## config.mk

```make
export PLATFORM = sky130hd
export DESIGN_NAME = fetch_controller_flat
export DESIGN_NICKNAME = d
export VERILOG_FILES = /design/src/rtl/fetch_controller_if.sv /design/src/rtl/fetch_controller.sv /design/src/flat_wrapper.sv
export SDC_FILE = /design/constraint.sdc
export NUM_CORES = 1
export LEC_CHECK = 0
export BUFFER_PORTS_ARGS = -buffer_cell sky130_fd_sc_hd__buf_2
export CAP_MARGIN = 20
export CELL_PAD_IN_SITES_DETAIL_PLACEMENT = 1
export CELL_PAD_IN_SITES_GLOBAL_PLACEMENT = 2
export CORE_AREA = 4 4 169 171
export CTS_BUF_LIST = sky130_fd_sc_hd__clkbuf_8
export DETAILED_ROUTE_END_ITERATION = 8
export DIE_AREA = 0 0 173 175
export PLACE_DENSITY_LB_ADDON = 0.1
export SYNTH_ARGS = -nofsm -noshare
export SYNTH_HDL_FRONTEND = slang
export SYNTH_SLANG_ARGS = --single-unit
```

## constraint.sdc

```tcl
create_clock -name clk -period 6.4 [get_ports clk]
set_input_delay 0.32 -clock clk [delete_from_list [all_inputs] [get_ports clk]]
set_output_delay 0.32 -clock clk [all_outputs]
set_load 0.01 [all_outputs]
```

## src/rtl/fetch_controller_if.sv

```systemverilog
// Fetch controller bus bundle: instruction-memory port, decode-side
// valid/ready delivery, redirect/halt control and status outputs.
interface fetch_controller_if #(
    parameter int CNT_W = 32
);
    logic [31:0]      imem_addr;
    logic [31:0]      imem_data;
    logic             out_valid;
    logic             out_ready;
    logic [31:0]      out_inst;
    logic [31:0]      out_pc;
    logic             redirect;
    logic [31:0]      redirect_pc;
    logic             halt;
    logic             fault;
    logic [3:0]       fifo_count;
    logic [CNT_W-1:0] delivered;

    // The fetch controller drives the memory address, delivery and status
    modport master (
        output imem_addr, out_valid, out_inst, out_pc, fault, fifo_count, delivered,
        input  imem_data, out_ready, redirect, redirect_pc, halt
    );

    // Memory, decode and the branch unit see the opposite directions
    modport slave (
        input  imem_addr, out_valid, out_inst, out_pc, fault, fifo_count, delivered,
        output imem_data, out_ready, redirect, redirect_pc, halt
    );
endinterface

```

## src/rtl/fetch_controller.sv

```systemverilog
// Instruction fetch sequencer: owns the PC, reads the combinational
// InstructionMemory one word per cycle, buffers {inst, pc} pairs in a small
// in-order FIFO and hands them to decode over valid/ready. Redirects flush
// the buffer; a misaligned redirect target latches a sticky fault that stops
// fetching until reset.
module fetch_controller #(
    parameter logic [31:0] RESET_PC = 32'h0000_0000,
    parameter int          DEPTH    = 2,
    parameter int          CNT_W    = 32
) (
    input  logic                clk,
    input  logic                rst,
    fetch_controller_if.master  io_fetch
);

    localparam logic [3:0] DEPTH_C = 4'(DEPTH);

    logic [31:0]      r_pc;
    logic [31:0]      r_data [DEPTH];
    logic [31:0]      r_addr [DEPTH];
    logic [3:0]       r_count;
    logic             r_fault;
    logic [CNT_W-1:0] r_delivered;

    logic             w_pop;
    logic             w_fetch;
    logic [3:0]       w_nextCount;
    logic [31:0]      w_nextData [DEPTH];
    logic [31:0]      w_nextAddr [DEPTH];
    int               w_tail;

    // Handshake and fetch decisions; a redirect cycle never pops or pushes
    always_comb begin
        w_pop       = (r_count != 4'd0) & io_fetch.out_ready & ~io_fetch.redirect;
        w_fetch     = ~io_fetch.redirect & ~io_fetch.halt & ~r_fault &
                      ((r_count < DEPTH_C) | w_pop);
        w_nextCount = r_count + {3'b000, w_fetch} - {3'b000, w_pop};
    end

    // Entry 0 is always the head; a pop shifts live entries down, stale slots keep old values so the head holds when the buffer empties
    always_comb begin
        w_nextData = r_data;
        w_nextAddr = r_addr;
        w_tail     = int'(r_count);
        if (w_pop) begin
            for (int i = 0; i < DEPTH - 1; i++) begin
                if (i + 1 < w_tail) begin
                    w_nextData[i] = r_data[i+1];
                    w_nextAddr[i] = r_addr[i+1];
                end
            end
            w_tail = w_tail - 1;
        end
        if (w_fetch) begin
            for (int i = 0; i < DEPTH; i++) begin
                if (i == w_tail) begin
                    w_nextData[i] = io_fetch.imem_data;
                    w_nextAddr[i] = r_pc;
                end
            end
        end
    end

    // PC, buffer, fault and delivery counter; redirect overrides fetch and pop
    always_ff @(posedge clk or posedge rst) begin
        if (rst) begin
            r_pc        <= RESET_PC;
            r_data      <= '{default: '0};
            r_addr      <= '{default: '0};
            r_count     <= 4'd0;
            r_fault     <= 1'b0;
            r_delivered <= '0;
        end else if (io_fetch.redirect) begin
            r_count <= 4'd0;
            if (io_fetch.redirect_pc[1:0] == 2'b00) begin
                r_pc <= io_fetch.redirect_pc;
            end else begin
                r_fault <= 1'b1;
            end
        end else begin
            r_data  <= w_nextData;
            r_addr  <= w_nextAddr;
            r_count <= w_nextCount;
            if (w_fetch) begin
                r_pc <= r_pc + 32'd4;
            end
            if (w_pop) begin
                r_delivered <= r_delivered + CNT_W'(1);
            end
        end
    end

    assign io_fetch.imem_addr  = r_pc;
    assign io_fetch.out_valid  = (r_count != 4'd0);
    assign io_fetch.out_inst   = r_data[0];
    assign io_fetch.out_pc     = r_addr[0];
    assign io_fetch.fault      = r_fault;
    assign io_fetch.fifo_count = r_count;
    assign io_fetch.delivered  = r_delivered;

endmodule

```

## src/flat_wrapper.sv

```systemverilog
// flat-port wrapper written by rule: the top's interface ports become plain ports
module fetch_controller_flat 
#(
    parameter logic [31:0] RESET_PC = 32'h0000_0000,
    parameter int          DEPTH    = 2,
    parameter int          CNT_W    = 32
)
  (clk, rst, io_fetch_imem_addr, io_fetch_out_valid, io_fetch_out_inst, io_fetch_out_pc, io_fetch_fault, io_fetch_fifo_count, io_fetch_delivered, io_fetch_imem_data, io_fetch_out_ready, io_fetch_redirect, io_fetch_redirect_pc, io_fetch_halt);
  fetch_controller_if #(.CNT_W(CNT_W)) io_fetch_i ();
  input  logic clk;
  input  logic rst;
  output wire logic [$bits(io_fetch_i.imem_addr)-1:0] io_fetch_imem_addr;
  output wire logic [$bits(io_fetch_i.out_valid)-1:0] io_fetch_out_valid;
  output wire logic [$bits(io_fetch_i.out_inst)-1:0] io_fetch_out_inst;
  output wire logic [$bits(io_fetch_i.out_pc)-1:0] io_fetch_out_pc;
  output wire logic [$bits(io_fetch_i.fault)-1:0] io_fetch_fault;
  output wire logic [$bits(io_fetch_i.fifo_count)-1:0] io_fetch_fifo_count;
  output wire logic [$bits(io_fetch_i.delivered)-1:0] io_fetch_delivered;
  input wire logic [$bits(io_fetch_i.imem_data)-1:0] io_fetch_imem_data;
  input wire logic [$bits(io_fetch_i.out_ready)-1:0] io_fetch_out_ready;
  input wire logic [$bits(io_fetch_i.redirect)-1:0] io_fetch_redirect;
  input wire logic [$bits(io_fetch_i.redirect_pc)-1:0] io_fetch_redirect_pc;
  input wire logic [$bits(io_fetch_i.halt)-1:0] io_fetch_halt;
  assign io_fetch_imem_addr = io_fetch_i.imem_addr;
  assign io_fetch_out_valid = io_fetch_i.out_valid;
  assign io_fetch_out_inst = io_fetch_i.out_inst;
  assign io_fetch_out_pc = io_fetch_i.out_pc;
  assign io_fetch_fault = io_fetch_i.fault;
  assign io_fetch_fifo_count = io_fetch_i.fifo_count;
  assign io_fetch_delivered = io_fetch_i.delivered;
  assign io_fetch_i.imem_data = io_fetch_imem_data;
  assign io_fetch_i.out_ready = io_fetch_out_ready;
  assign io_fetch_i.redirect = io_fetch_redirect;
  assign io_fetch_i.redirect_pc = io_fetch_redirect_pc;
  assign io_fetch_i.halt = io_fetch_halt;
  fetch_controller #(.RESET_PC(RESET_PC), .DEPTH(DEPTH), .CNT_W(CNT_W)) u_core (.clk(clk), .rst(rst), .io_fetch(io_fetch_i));
endmodule
```

==> out/results.ini <==
[final_layout]
diodes = 0
drive_gt1_frac = 0.264
final_nets = 1072
syn2layout_area_growth_pct = 12.2

[logic_synthesis]
ys.flop_type = dfrtp_1
synth_fp_nets = 951
syn_area_per_cell_sq_um = 11.4
ys_types = 66
async_reset_ff_frac = 1.00
synth_area_leaders = dfrtp_1 (50%), mux2i_1 (13%), mux2_1 (6.8%), buf_4 (5.4%), nor2_1 (3.9%)
synth_top_cell_area_share = 0.497
ys_warn_count = 0
synth_area_leader_cell = dfrtp_1
synth-seq-cells = 197
synth_cells = 869
yosysSeqAreaShare = 0.497
synth_area_sq_um = 9920
synth_edf_count = 0

[cts]
cts_max_level = 4
cts_setup_buffers = 0
numCtsBuffers = 17
cts_tree = done
worstSkewPairLatency_ns = 0.47
cts_resized = 0
root_buffer = clkbuf_8
clock_path_buffers = 2
cts.sinks = 197
clkTransAtPathRegs_ns = 0.11

[timing]
fin_crit_sh = 0.545
setup_violations = 0
worst_slack_ns = 2.91
finalHoldViolCount = 0
rsz0062_at_grt = no
hold_ws_ns = 0.0795
fin_setup_tns_ns = 0
max_slew_margin = 0.268
period_minus_slack_ns = 3.49
maxSlewViolCount = 0
finClkSkew_ns = 0.0226
fmax_mhz = 287
tightest_slew_ns = 1.10

[detailed_routing]
totalWireLength_microns = 27000
via_per_inst = 5.15
first_pass_iters = 4
drc = 0
vias = 6921
wire_per_inst_microns = 20.1
ant_nets = 0
drtIter0Drc = 395

[grt]
grt_pass1_vias = 7365
grt_pass1_wl_microns = 42600
antenna_found_initial = 0
grt_max_degree = 88
globalRouteOverflowTotal = 0
track_usage = 0.177

[worst_setup_path]
worst_setup_path_end_kind = flop
max_stage_delay_ns = 0.77
critPathRequiredTime_ns = 6.74
crit_type = reg2reg
crit_path_cell_trace = inv_1 -> ha_1 -> nand2_1 -> a22o_1 -> nand2_2 -> nor3_4 -> buf_12 -> mux2_1
crit_family = simple AND/OR/NAND/NOR gates
critPathLaunchType = flop
crit_buf_inv = 2
ff2ff_setup_slack_ns = 2.91
cpMaxStageDelayCell = nor3_4
critical_path_arrival_ns = 3.82
path_max_fanout = 50

[power]
power_density_nw_per_um2 = 259
max-vdd-ir-drop_uv = 98.3
p_leak_nw = 5.86
p_total_mw = 2.89

[die]
ios = 203
die_w_microns = 173
num_rows = 60
start_util = 0.369
die_h_microns = 175
die_area_sq_um = 30300
coreArea_sq_um = 26900

[hold_path]
hold_path_class = in2reg

[place]
gp_congestion = 0.764
dp_slack_ns = 2.84
hpwl_microns = 18300
io_buffers = 202

[job]
cap_violations = 0

[status]
status = finished clean

final cells by class:
class | instances | area, sq um
fillers | 2998 | 15700
flip-flops and latches | 197 | 4930
multi-input cells | 547 | 4220
repair buffers | 211 | 1120
well taps | 341 | 427
clock buffers | 19 | 262
clock inverters | 12 | 119
inverters | 16 | 67.6
registers in the layout, summed over array words and instances (netlist names):
signal	flops
u_core.r_addr	32
u_core.io_fetch.fault	1
u_core.io_fetch.imem_addr	32
u_core.io_fetch.out_inst	32
u_core.io_fetch.delivered	32
u_core.r_data	32
u_core.io_fetch.out_pc	32
u_core.io_fetch.fifo_count	4
kinds of logic (layout without fill, tap and decap cells):
logic type	count (synthesis)	count (layout)	share of synthesized area
simple gates	226	226	0.112
mux	197	197	0.207
flops	197	197	0.497
buf+inv	125	258	0.0805
compound gates	77	77	0.0566
xor+xnor	34	34	0.0300
fa+ha+maj	13	13	0.0171
cell usage in the layout, fill, tap and decap left out, types with 3 or more instances in the layout:
| master | instances |
|---|---|
| o22ai_1 | 11 |
| and4_1 | 4 |
| buf_4 | 6 |
| and2_1 | 5 |
| inv_8 | 4 |
| nand2_1 | 26 |
| nor2_1 | 103 |
| nor4_1 | 7 |
| mux2i_1 | 132 |
| a221o_1 | 4 |
| nor3_1 | 9 |
| o221a_2 | 3 |
| mux2_2 | 5 |
| xor2_1 | 14 |
| nand3_1 | 17 |
| a311oi_1 | 3 |
| xnor2_1 | 20 |
| a21oi_1 | 14 |
| inv_1 | 13 |
| or2_2 | 4 |
| nand4_1 | 18 |
| dfrtp_1 | 197 |
| o21ai_0 | 10 |
| clkbuf_8 | 19 |
| nor2b_1 | 3 |
| and3_1 | 10 |
| a31oi_1 | 3 |
| ha_1 | 12 |
| buf_2 | 201 |
| mux2_1 | 60 |
| clkinv_4 | 6 |
| a211oi_1 | 5 |
| nor4b_1 | 3 |
metrics by stage:
step           cell area (sq um)  utilization  cells
6_report                   11100        0.414   1343
3_5_place_dp               10700        0.399   1310
2_1_floorplan               9920            -    869
5_1_grt                    11100        0.414   1343
3_3_place_gp               10700        0.399   1310
4_1_cts                    11100        0.414   1342
cell usage after synthesis (4+ instances only):
library cell	n
nand3_1	18
dfrtp_1	197
o22ai_1	11
buf_2	6
and2_1	5
buf_6	7
mux2i_1	132
or2_2	4
nor2_1	103
mux2_2	5
buf_4	71
o21ai_0	10
ha_1	12
and3_1	10
xor2_1	14
nor3_1	10
xnor2_1	20
mux2_1	60
and4_1	4
nor4_1	7
a211oi_1	5
inv_1	14
a21oi_1	14
nand2_1	26
clkbuf_1	23
nand4_1	18
a221o_1	4
worst register-to-register path: cells and delay by family (launching register included):
family,cells,cell delay [ns]
flops,1,0.47
compound gates,1,0.31
fa+ha+maj,1,0.29
mux,1,0.42
buf+inv,2,0.49
simple gates,3,1.39
metal layers:
layer | track usage | wire [microns] | up-vias
met5 | 0 | 0 | -
met4 | 0.0422 | 280 | 0
met3 | 0.0359 | 926 | 17
met2 | 0.286 | 12500 | 145
met1 | 0.245 | 13200 | 3519
li1 | - | - | 3240
final timing paths:
kind / startpoint / to / cells after the start
max: u_core.io_fetch.fifo_count[2]$_DFF_PP0_ / u_core.r_data[18]$_DFFE_PP0P_ / 8
min in group asynchronous: rst / u_core.io_fetch.out_pc[16]$_DFFE_PP0N_ / 3
min reg2reg: u_core.io_fetch.delivered[31]$_DFFE_PP0P_ / u_core.io_fetch.delivered[31]$_DFFE_PP0P_ / 1
max reg2reg: u_core.io_fetch.fifo_count[2]$_DFF_PP0_ / u_core.r_data[18]$_DFFE_PP0P_ / 8
min: io_fetch_imem_data[7] / u_core.r_data[7]$_DFFE_PP0P_ / 2
max in group asynchronous: rst / u_core.r_data[4]$_DFFE_PP0P_ / 4
report_power, final:
part	total (mW)	internal, mW	leakage (nW)	switching, mW
registers	1.47	1.35	2.66	0.126
logic	0.625	0.262	3.00	0.363
clock network	0.792	0.304	0.191	0.488
timing repair:
action	in CTS	in global routing
endpoints found under the setup margin	0	0
hold buffers	1	0
hold endpoints to repair	85	0
Power figures use the tool's default switching activity.
